[src/rtl/debounce_pulso_acao.sv]
// debounce_pulso_acao: action-key conditioner for the 8-bit ALU board.
// The raw key goes through a 2-flop synchroniser and a 4-state debounce FSM.
// The block emits one registered action_pulso for each confirmed press.
// Optional auto-repeat while the key is held: define DEBOUNCE_PULSO_AUTOREPEAT_EN.
module debounce_pulso_acao #(
  parameter int DEBOUNCE_CYCLES = 500000,
  parameter int KEY_ACTIVE_LOW  = 1,
  parameter int REPEAT_DELAY    = 25000000,
  parameter int REPEAT_PERIOD   = 10000000
) (
  input  logic       clk,
  input  logic       reset,
  input  logic       key_in,
  output logic       action_pulso,
  output logic       key_estavel,
  output logic [7:0] contagem_pulsos
);

  localparam int             CW      = (DEBOUNCE_CYCLES > 2) ? $clog2(DEBOUNCE_CYCLES) : 1;
  localparam logic [CW-1:0]  CNT_MAX = CW'(DEBOUNCE_CYCLES - 1);
  // Synchroniser level that means "not pressed".
  localparam logic           REL     = (KEY_ACTIVE_LOW != 0);

  // Reject parameter values the debounce and repeat counters cannot honour.
  if (DEBOUNCE_CYCLES < 2 || REPEAT_DELAY < 1 || REPEAT_PERIOD < 2) begin : g_bad_param
    $error("debounce_pulso_acao: illegal parameter value");
  end

  typedef enum logic [1:0] {SOLTO, CONF_PRESS, PRESSIONADO, CONF_SOLTA} state_t;

  state_t        state_q;
  logic [1:0]    sync_q;
  logic [CW-1:0] cnt_q;
  logic          fire_q;
  logic          pulso_q;
  logic          estavel_q;
  logic [7:0]    contagem_q;
  logic          pressed_s;

  // sync_q[1] is the second synchroniser stage; nothing looks at key_in directly.
  assign pressed_s = sync_q[1] ^ REL;

`ifdef DEBOUNCE_PULSO_AUTOREPEAT_EN
  localparam int RMAX = (REPEAT_DELAY > REPEAT_PERIOD) ? REPEAT_DELAY : REPEAT_PERIOD;
  localparam int RW   = (RMAX > 2) ? $clog2(RMAX) : 1;

  logic [RW-1:0] rpt_q;
  logic          rpt_first_q;
  logic          rpt_hit;

  // First repeat waits REPEAT_DELAY cycles in PRESSIONADO; later repeats wait REPEAT_PERIOD cycles.
  assign rpt_hit = rpt_first_q ? (rpt_q == RW'(REPEAT_DELAY - 1))
                               : (rpt_q == RW'(REPEAT_PERIOD - 1));
`endif

  // Synchroniser, debounce FSM, and the registered outputs.
  // fire_q marks the edge where a pulse is earned.
  // pulso_q follows it one cycle later, which sets the press-to-pulse latency.
  always_ff @(posedge clk) begin
    if (reset) begin
      sync_q      <= {2{REL}};
      state_q     <= SOLTO;
      cnt_q       <= '0;
      fire_q      <= 1'b0;
      pulso_q     <= 1'b0;
      estavel_q   <= 1'b0;
      contagem_q  <= 8'd0;
`ifdef DEBOUNCE_PULSO_AUTOREPEAT_EN
      rpt_q       <= '0;
      rpt_first_q <= 1'b1;
`endif
    end else begin
      sync_q  <= {sync_q[0], key_in};
      fire_q  <= 1'b0;
      pulso_q <= fire_q;
      if (fire_q) contagem_q <= contagem_q + 8'd1;

      case (state_q)
        SOLTO: begin
          if (pressed_s) begin
            state_q <= CONF_PRESS;
            cnt_q   <= '0;
          end
        end

        CONF_PRESS: begin
          if (!pressed_s) begin
            state_q <= SOLTO;
            cnt_q   <= '0;
          end else if (cnt_q == CNT_MAX) begin
            state_q     <= PRESSIONADO;
            cnt_q       <= '0;
            estavel_q   <= 1'b1;
            fire_q      <= 1'b1;
`ifdef DEBOUNCE_PULSO_AUTOREPEAT_EN
            rpt_q       <= '0;
            rpt_first_q <= 1'b1;
`endif
          end else begin
            cnt_q <= cnt_q + CW'(1);
          end
        end

        PRESSIONADO: begin
          if (!pressed_s) begin
            state_q     <= CONF_SOLTA;
            cnt_q       <= '0;
`ifdef DEBOUNCE_PULSO_AUTOREPEAT_EN
            rpt_q       <= '0;
            rpt_first_q <= 1'b1;
          end else if (rpt_hit) begin
            fire_q      <= 1'b1;
            rpt_q       <= '0;
            rpt_first_q <= 1'b0;
          end else begin
            rpt_q       <= rpt_q + RW'(1);
`endif
          end
        end

        CONF_SOLTA: begin
          if (pressed_s) begin
            // A bounce during release returns to held without a new pulse.
            state_q     <= PRESSIONADO;
            cnt_q       <= '0;
`ifdef DEBOUNCE_PULSO_AUTOREPEAT_EN
            rpt_q       <= '0;
            rpt_first_q <= 1'b1;
`endif
          end else if (cnt_q == CNT_MAX) begin
            state_q   <= SOLTO;
            cnt_q     <= '0;
            estavel_q <= 1'b0;
          end else begin
            cnt_q <= cnt_q + CW'(1);
          end
        end
      endcase
    end
  end

  assign action_pulso    = pulso_q;
  assign key_estavel     = estavel_q;
  assign contagem_pulsos = contagem_q;

endmodule
[config.mk]
export PLATFORM = sky130hd
export DESIGN_NAME = debounce_pulso_acao
export DESIGN_NICKNAME = d
export VERILOG_FILES = /design/src/rtl/debounce_pulso_acao.sv
export SDC_FILE = /design/constraint.sdc
export NUM_CORES = 1
export LEC_CHECK = 0
export ABC_AREA = 1
export CAP_MARGIN = 40
export CORE_ASPECT_RATIO = 1.4
export CORE_MARGIN = 2
export CORE_UTILIZATION = 25
export CTS_CLUSTER_DIAMETER = 80
export DETAILED_ROUTE_END_ITERATION = 8
export PLACE_DENSITY_LB_ADDON = 0.12
export SYNTH_ARGS = -nofsm -noshare
export SYNTH_HDL_FRONTEND = slang
export SYNTH_SLANG_ARGS = --single-unit
[constraint.sdc]
create_clock -name clk -period 1.7 [get_ports clk]
set_input_delay 0.34 -clock clk [delete_from_list [all_inputs] [get_ports clk]]
set_output_delay 0.34 -clock clk [all_outputs]
set_load 0.02 [all_outputs]
==> impl_metrics.csv, run 1 <==
group,metric,value,unit
run_status,status,"finished, final reports clean",
critical_path,worst-setup-path-type,"register to output port",
critical_path,r2r_cells,8,
critical_path,crit_family,"buffers and inverters",
timing,rsz0062_at_grt,"yes",
yosys,yosysSeqAreaShare,37.54,%
die,rows,36,
finish,final_common_cell,"nand2_1",
yosys,synth.yosys.warnings,0,
critical_path,critPathCaptureType,"output port",
critical_path,setup.worst_path.end,"contagem_pulsos[5]",
placed_design,preCtsSetupSlack,0.1311,ns
clock_tree,cts_hold_buf,0,
drt,drtIter0Drc,41,
timing,hold_violations,0,
critical_path,cpPeakStageDelay,0.62,ns
drt,ant_nets,0,
clock_tree,cts_tree,"built",
finish,final_util,31.97,%
timing,setup_violations,0,
clock_tree,post_cts_buffers,0,
placed_design,port_buffers,12,
timing,finalCritPeriodShare,95.63,%
timing,worst_slew_pin_slew,0.3735,ns
timing,fin_ws,0.07424,ns
pwr,ir_drop,314.6,uV
yosys,syn_inst,279,
yosys,syn_avg_cell_area,6.498,sq um
die,start_util,25.97,%
clock_tree,clk_pin_slew,0.07,ns
drt,routed_wl,4742,um
finish,fill_cells,791,
drt,first_pass_iters,4,
drt,viasPerCell,4.392,
placed_design,place_inst,393,
yosys,synthTopCellsByArea,"dfxtp_1 38%, nand2_1 17%, nor2_1 7.7%",
job,cap_violations,0,
worst_hold_path,hold_class,"register to register",
finish,stdcell_count,401,
global_routing,grt_pass1_wl,8280,um
critical_path,r2r_slack,0.13,ns
drt,drc,0,
yosys,synth_nets,284,
finish,fin_nets,310,
critical_path,startpoint,"contagem_pulsos[5]",
yosys,synth_top_area_share,37.54,%
timing,layout_min_cycle_time,1.626,ns
critical_path,worst_r2r_endpoint,"cnt_q[18]",
timing,slew_headroom,75.04,%
global_routing,grt_use_total,13.02,%
clock_tree,clk_latency,0.28,ns
placed_design,gp_congestion,0.7934,
yosys,async_flop_share,0,%
critical_path,cp_slowest_cell,"clkdlybuf4s50_1",
die,die_w,75.97,um
finish,seq_area,681.9,sq um
critical_path,worstPathBufferInverterCount,1,
clock_tree,numCtsBuffers,5,
global_routing,antenna_found_initial,0,
placed_design,dp_hpwl,3540,um
yosys,synth-seq-cells,34,
drt,avgRoutedWirePerCell,11.83,um
yosys,synthFlopType,"dfxtp_1",
timing,slew_violations,0,
finish,diodes,0,
critical_path,r2r-start,"cnt_q[0]",
global_routing,grt-ovfl-total,0,
global_routing,grt_pass1_vias,1781,
critical_path,start_kind,"register",
die,dieHeight,104.8,um
critical_path,worstPathRequired,1.36,ns
pwr,power_density,716.6,nW/um^2
finish,area_delta_synth_final,23.12,%
critical_path,worst-path-stages,1,
yosys,synth_edf_count,0,
finish,multi_input_area,983.4,sq um
global_routing,grt_max_degree,19,
critical_path,cp_max_fo,4,
timing,finalClockSkew,0.002631,ns
finish,most-common-layout-cells,"84 x nand2_1, 36 x nor2_1, 33 x dfxtp_1, 30 x inv_1, 22 x nand3_1",
die,io-pin-count,13,
yosys,netlist_area,1813,sq um
yosys,synth_top_area_cell,"dfxtp_1",
clock_tree,cts_resized,0,
die,core_area,6982,sq um
critical_path,path_cells,"clkdlybuf4s50_1",
drt,vias,1761,
critical_path,cp.arrival,1.29,ns
clock_tree,cts_htree_levels,2,
clock_tree,cts.path.max_buffers,2,
yosys,yosysUniqueCellTypes,28,
finish,layout-drive-gt1-share,11.44,%
die,die_area,7959,sq um
clock_tree,root_buffer,"clkbuf_8",
pwr,leakagePower,0.9439,nW
timing,max_freq,615.1,MHz
clock_tree,clock-sinks,34,
metrics by stage:
stage	setup TNS (ns)	power, mW	hold WS (ns)	instance area, sq um
final	0	1.600	0.4124	2232
after global routing	-0.04683	1.672	0.4421	2232
after CTS	0	1.629	0.4154	2216
after detailed placement	0	0.8826	0.3972	2110
after global placement	0	0.8837	0.3938	2110
after floorplan	0	0.8539	0.3895	1813
logic make-up after synthesis:
kind of cell / count (synthesis) / share of synthesized area (%)
AND/OR/NAND/NOR: 170 / 42.37
flip-flops: 34 / 37.54
buffers and inverters: 38 / 8.627
AO/OA/AOI/OAI: 34 / 9.594
XOR/XNOR: 1 / 0.4832
adder cells (fa/ha/maj): 2 / 1.380
cell usage after synthesis (2+ instances only):
library cell,n
or2_2,2
nor2_4,2
nor2_2,4
clkinv_1,2
a21oi_1,20
nand2_2,2
ha_1,2
o21ai_0,12
inv_1,30
nand4_1,8
nand2_1,84
nor2_1,37
dfxtp_1,34
nor3_1,4
nand3_1,22
buf_2,2
metal layers:
metal	up-vias	GRT usage, %	routed length [um]
met5	-	0	0
met4	0	4.286	63
met3	5	2.763	103
met2	15	25.19	2480
met1	802	13.81	2095
li1	939	-	-
where the power goes:
part	internal, mW	switching (mW)	total, mW
logic	0.0202	0.0390	0.0592
clock network	0.439	0.298	0.737
registers	0.800	0.00338	0.803
sequential cells by signal, indices dropped and copies added (netlist names), named ones only:
name / cells
fire_q: 1
key_estavel: 1
action_pulso: 1
contagem_pulsos: 8
state_q: 1
sync_q: 2
cnt_q: 19
layout make-up:
class | count | share of cell area, %
clock buffers | 7 | 3.419
clock inverters | 1 | 1.345
inverters | 33 | 5.549
multi-input cells | 207 | 44.06
flip-flops and latches | 34 | 30.55
well taps | 95 | 5.325
repair buffers | 24 | 9.753
worst min-delay path by stage:
stage	start	end	cells after the start
6_report	sync_q[0]	sync_q[1]	1
5_1_grt	sync_q[0]	sync_q[1]	1
4_1_cts	sync_q[0]	sync_q[1]	1
3_5_place_dp	sync_q[0]	sync_q[1]	1
3_3_place_gp	sync_q[0]	sync_q[1]	1
2_1_floorplan	sync_q[0]	sync_q[1]	1
Power figures use the tool's default switching activity.
==> inputs of run 2 (changes only) <==
--- a/config.mk
+++ b/config.mk
@@ -12,6 +12,7 @@
 export CORE_UTILIZATION = 25
 export CTS_CLUSTER_DIAMETER = 80
 export DETAILED_ROUTE_END_ITERATION = 8
+export GPL_TIMING_DRIVEN = 0
 export PLACE_DENSITY_LB_ADDON = 0.12
 export SYNTH_ARGS = -nofsm -noshare
 export SYNTH_HDL_FRONTEND = slang
==> impl_metrics.csv, run 2 (synthesis gave the netlist of run 1 again) <==
group,metric,value,unit
job,cap_violations,0,
critical_path,cp.arrival,1.31,ns
critical_path,crit_family,"buffers and inverters",
critical_path,worstPathBufferInverterCount,1,
finish,fin_nets,305,
run_status,status,"finished, final reports clean",
drt,first_pass_iters,4,
placed_design,dp_hpwl,3490,um
global_routing,grt_pass1_wl,8293,um
timing,finalCritPeriodShare,96.85,%
clock_tree,numCtsBuffers,5,
timing,holdWs,0.3515,ns
timing,rsz0062_at_grt,"no",
global_routing,grt_use_total,13.04,%
finish,final_common_cell,"nand2_1",
global_routing,grt_pass1_vias,1750,
critical_path,worst-setup-path-type,"register to output port",
critical_path,cp_max_fo,5,
finish,layout-drive-gt1-share,12.29,%
finish,fin_area,2220,sq um
drt,routed_wl,4714,um
finish,top_register,"cnt_q",
critical_path,start_kind,"register",
clock_tree,cts_tree,"built",
drt,ant_nets,0,
finish,largest_reg_flops,19,
placed_design,gp_congestion,0.8153,
critical_path,worst-path-stages,1,
die,io-pin-count,13,
pwr,leakagePower,0.9278,nW
timing,layout_min_cycle_time,1.646,ns
critical_path,worst_r2r_endpoint,"cnt_q[16]",
die,die_area,7959,sq um
pwr,ir_drop,362.2,uV
timing,slew_violations,0,
timing,slew_headroom,54.57,%
placed_design,placed_area,2042,sq um
clock_tree,cts_htree_levels,2,
critical_path,cp_slowest_cell,"clkdlybuf4s50_1",
clock_tree,clock-sinks,34,
drt,vias,1747,
timing,max_freq,607.4,MHz
clock_tree,cts.path.max_buffers,2,
finish,area_delta_synth_final,22.43,%
global_routing,antenna_found_initial,0,
timing,finalClockSkew,0.005921,ns
clock_tree,cts_hold_buf,0,
critical_path,startpoint,"contagem_pulsos[4]",
global_routing,grt-ovfl-total,0,
finish,diodes,0,
die,die_w,75.97,um
drt,viasPerCell,4.412,
critical_path,r2r_slack,0.15,ns
die,start_util,25.97,%
placed_design,port_buffers,11,
global_routing,grt_max_degree,12,
clock_tree,clk_latency,0.29,ns
die,dieHeight,104.8,um
critical_path,r2r_cells,9,
drt,avgRoutedWirePerCell,11.90,um
finish,most-common-layout-cells,"83 x nand2_1, 35 x nor2_1, 31 x dfxtp_1, 30 x inv_1, 22 x nand3_1",
clock_tree,root_buffer,"clkbuf_8",
timing,worst_slew_pin_slew,0.6815,ns
critical_path,worstPathRequired,1.36,ns
die,rows,36,
critical_path,setup.worst_path.end,"contagem_pulsos[4]",
critical_path,critPathCaptureType,"output port",
timing,finalSetupTns,0,ns
pwr,power_density,725.9,nW/um^2
timing,setup_violations,0,
clock_tree,clk_pin_slew,0.07,ns
die,core_area,6982,sq um
worst_hold_path,hold_class,"input pin to register",
drt,drc,0,
timing,hold_violations,0,
drt,drtIter0Drc,55,
critical_path,r2r-start,"cnt_q[0]",
critical_path,cpPeakStageDelay,0.63,ns
critical_path,path_cells,"clkdlybuf4s50_1",
-- run 2: changes by cell type in the layout (fill, tap and decap cells not counted), moves of 2 or more --
cell | previous run | this run
clkinvlp_4 | 0 | 2
dfxtp_1 | 33 | 31
dfxtp_2 | 1 | 3
buf_2 | 0 | 2
buf_4 | 12 | 4
-- run 2: worst min-delay path by stage --
stage / cells after the start / endpoint / startpoint
after global routing: 2 / contagem_pulsos[5] / reset
after global placement: 1 / sync_q[1] / sync_q[0]
after floorplan: 1 / sync_q[1] / sync_q[0]
after detailed placement: 1 / sync_q[1] / sync_q[0]
after CTS: 2 / contagem_pulsos[4] / reset
final: 2 / contagem_pulsos[4] / reset
-- run 2: power by group --
part / switching [mW] / internal [mW]
Combinational: 0.0394 / 0.0165
Sequential: 0.00344 / 0.800
Clock: 0.315 / 0.438
-- run 2: layer usage --
layer / track usage [%] / vias to the layer above / routed length [um]
li1: - / 931 / -
met4: 4.805 / 0 / 76
met1: 14.02 / 790 / 1982
met5: 0 / - / 0
met2: 24.81 / 20 / 2539
met3: 2.677 / 6 / 116
-- run 2: final cells by class --
cell class                      count  area [sq um]
Fill cell                         805          4762
Clock inverter                      2         37.54
Multi-Input combinational cell    207          1006
Sequential cell                    34         684.4
Inverter                           33         127.6
Clock buffer                        6         72.57
Timing Repair Buffer               14         140.1
Tap cell                           95         118.9
Buffer                              5         32.53
-- run 2: what timing repair did --
| action | CTS | global route |
|---|---|---|
| endpoints found under the setup margin | 0 | 21 |
| setup buffers | 0 | 3 |
| resized for setup | 0 | 15 |
| hold endpoints to repair | 0 | 0 |
-- run 2: through the flow --
step | power [mW] | utilization [%] | std cells | setup slack, ns
after floorplan | 0.8539 | - | 279 | 0.2699
after global placement | 0.8763 | 29.25 | 385 | 0.06334
after detailed placement | 0.8766 | 29.25 | 385 | 0.04952
after CTS | 1.637 | 30.82 | 393 | 0.02604
after global routing | 1.682 | 31.79 | 396 | 0.009763
final | 1.611 | 31.79 | 396 | 0.05361
==> inputs of run 3 (changes only) <==
--- a/config.mk
+++ b/config.mk
@@ -9,9 +9,10 @@
 export CAP_MARGIN = 40
 export CORE_ASPECT_RATIO = 1.4
 export CORE_MARGIN = 2
-export CORE_UTILIZATION = 25
+export CORE_UTILIZATION = 50
 export CTS_CLUSTER_DIAMETER = 80
 export DETAILED_ROUTE_END_ITERATION = 8
+export GPL_ROUTABILITY_DRIVEN = 0
 export GPL_TIMING_DRIVEN = 0
 export PLACE_DENSITY_LB_ADDON = 0.12
 export SYNTH_ARGS = -nofsm -noshare
==> impl_metrics.csv, run 3 (synthesis gave the netlist of run 1 again) <==
group,metric,value,unit
clock_tree,clk_pin_slew,0.08,ns
die,start_util,53.17,%
drt,viasPerCell,5.138,
die,die_w,54.89,um
pwr,internal_power,1.252,mW
pwr,finalPower,1.617,mW
die,rows,25,
clock_tree,clk_latency,0.30,ns
drt,first_pass_iters,4,
timing,hold_violations,0,
timing,slew_headroom,55.95,%
timing,setup_violations,0,
timing,rsz0062_at_grt,"yes",
placed_design,place_inst,330,
job,cap_violations,0,
die,dieHeight,75.25,um
global_routing,grt_use_total,23.35,%
global_routing,grt_pass1_wl,6948,um
worst_hold_path,hold_class,"input pin to register",
critical_path,start_kind,"register",
die,io-pin-count,13,
timing,fin_ws,0.06114,ns
pwr,switching_share,22.59,%
clock_tree,clock-sinks,34,
timing,finalCritPeriodShare,96.40,%
clock_tree,cts.path.max_buffers,2,
drt,vias,1747,
critical_path,cp_max_fo,4,
global_routing,grt_pass1_vias,1597,
critical_path,worstPathBufferInverterCount,1,
placed_design,dp_hpwl,2910,um
placed_design,port_buffers,11,
critical_path,cp_slowest_cell,"clkdlybuf4s50_1",
finish,stdcell_count,340,
drt,routed_wl,4105,um
pwr,ir_drop,726.0,uV
finish,most-common-layout-cells,"83 x nand2_1, 37 x nor2_1, 32 x dfxtp_1, 30 x inv_1, 22 x nand3_1",
finish,fin_nets,304,
timing,finalSetupTns,0,ns
finish,largest_reg_flops,19,
clock_tree,cts_htree_levels,2,
die,die_area,4130,sq um
global_routing,grt-ovfl-total,0,
drt,avgRoutedWirePerCell,12.07,um
global_routing,antenna_found_initial,0,
timing,finalClockSkew,0.005047,ns
clock_tree,root_buffer,"clkbuf_8",
critical_path,worst-setup-path-type,"register to output port",
timing,slew_violations,0,
pwr,power_density,762.0,nW/um^2
pwr,leakagePower,0.9213,nW
critical_path,worstPathRequired,1.36,ns
finish,top_register,"cnt_q",
pwr,clockPowerShare,47.1,%
run_status,status,"finished, final reports clean",
drt,drc,0,
clock_tree,cts_tree,"built",
finish,final_common_cell,"nand2_1",
critical_path,crit_family,"buffers and inverters",
global_routing,grt_max_degree,12,
finish,layout-drive-gt1-share,11.00,%
pwr,power_frac_comb,3.3,%
drt,drtIter0Drc,47,
timing,max_freq,610.2,MHz
critical_path,cp.arrival,1.30,ns
critical_path,critPathCaptureType,"output port",
timing,layout_min_cycle_time,1.639,ns
clock_tree,numCtsBuffers,5,
critical_path,path_cells,"clkdlybuf4s50_1",
critical_path,cpPeakStageDelay,0.62,ns
pwr,p_seq_share,49.6,%
finish,diodes,0,
die,core_area,3410,sq um
drt,ant_nets,0,
timing,worst_slew_pin_slew,0.6607,ns
placed_design,preCtsSetupSlack,0.1104,ns
pwr,switching_power,0.3653,mW
finish,area_delta_synth_final,17.05,%
[run 3: through the flow]
step	hold WS [ns]	utilization [%]	area, sq um
after floorplan	0.3895	-	1813
final	0.3323	62.24	2122
after detailed placement	0.3993	57.87	1973
after global placement	0.3944	57.87	1973
after global routing	0.3521	62.24	2122
after CTS	0.3356	61.10	2083
[run 3: per-layer routing]
layer / up-vias / part of all wire [%] / global-route usage [%]
met5: - / 0 / 0
met4: 0 / 2.2 / 10.30
met3: 7 / 2.8 / 5.357
met2: 19 / 49 / 40.48
met1: 796 / 46 / 26.57
li1: 925 / - / -
[run 3: power groups by stage]
stage	clock (mW)	sequential (mW)	combinational, mW
3_3_place_gp	0	0.821	0.0510
5_1_grt	0.797	0.803	0.0581
3_5_place_dp	0	0.821	0.0509
4_1_cts	0.765	0.803	0.0510
6_report	0.762	0.803	0.0527
2_1_floorplan	0	0.820	0.0335
[run 3: timing repair]
action	CTS	global route
resized for setup	0	9
setup endpoints to repair	0	14
buffers inserted	0	2
endpoints found under the hold margin	0	0
hold buffers	0	0
[run 3: path summary, 6_finish.rpt]
path              slack (ns)               start            endpoint  cells past startpoint
hold reg to reg         0.41           sync_q[0]           sync_q[1]                      1
hold / removal          0.33               reset  contagem_pulsos[4]                      2
setup / recovery        0.06  contagem_pulsos[5]  contagem_pulsos[5]                      1
setup reg to reg        0.13            cnt_q[2]           cnt_q[17]                      7
[run 3: cell type report]
type / instances / area [sq um]
Sequential cell: 34 / 683.2
Inverter: 33 / 127.6
Multi-Input combinational cell: 207 / 985.9
Timing Repair Buffer: 13 / 132.6
Clock buffer: 6 / 72.57
Clock inverter: 2 / 37.54
Fill cell: 323 / 1287
Tap cell: 40 / 50.05
Buffer: 5 / 32.53
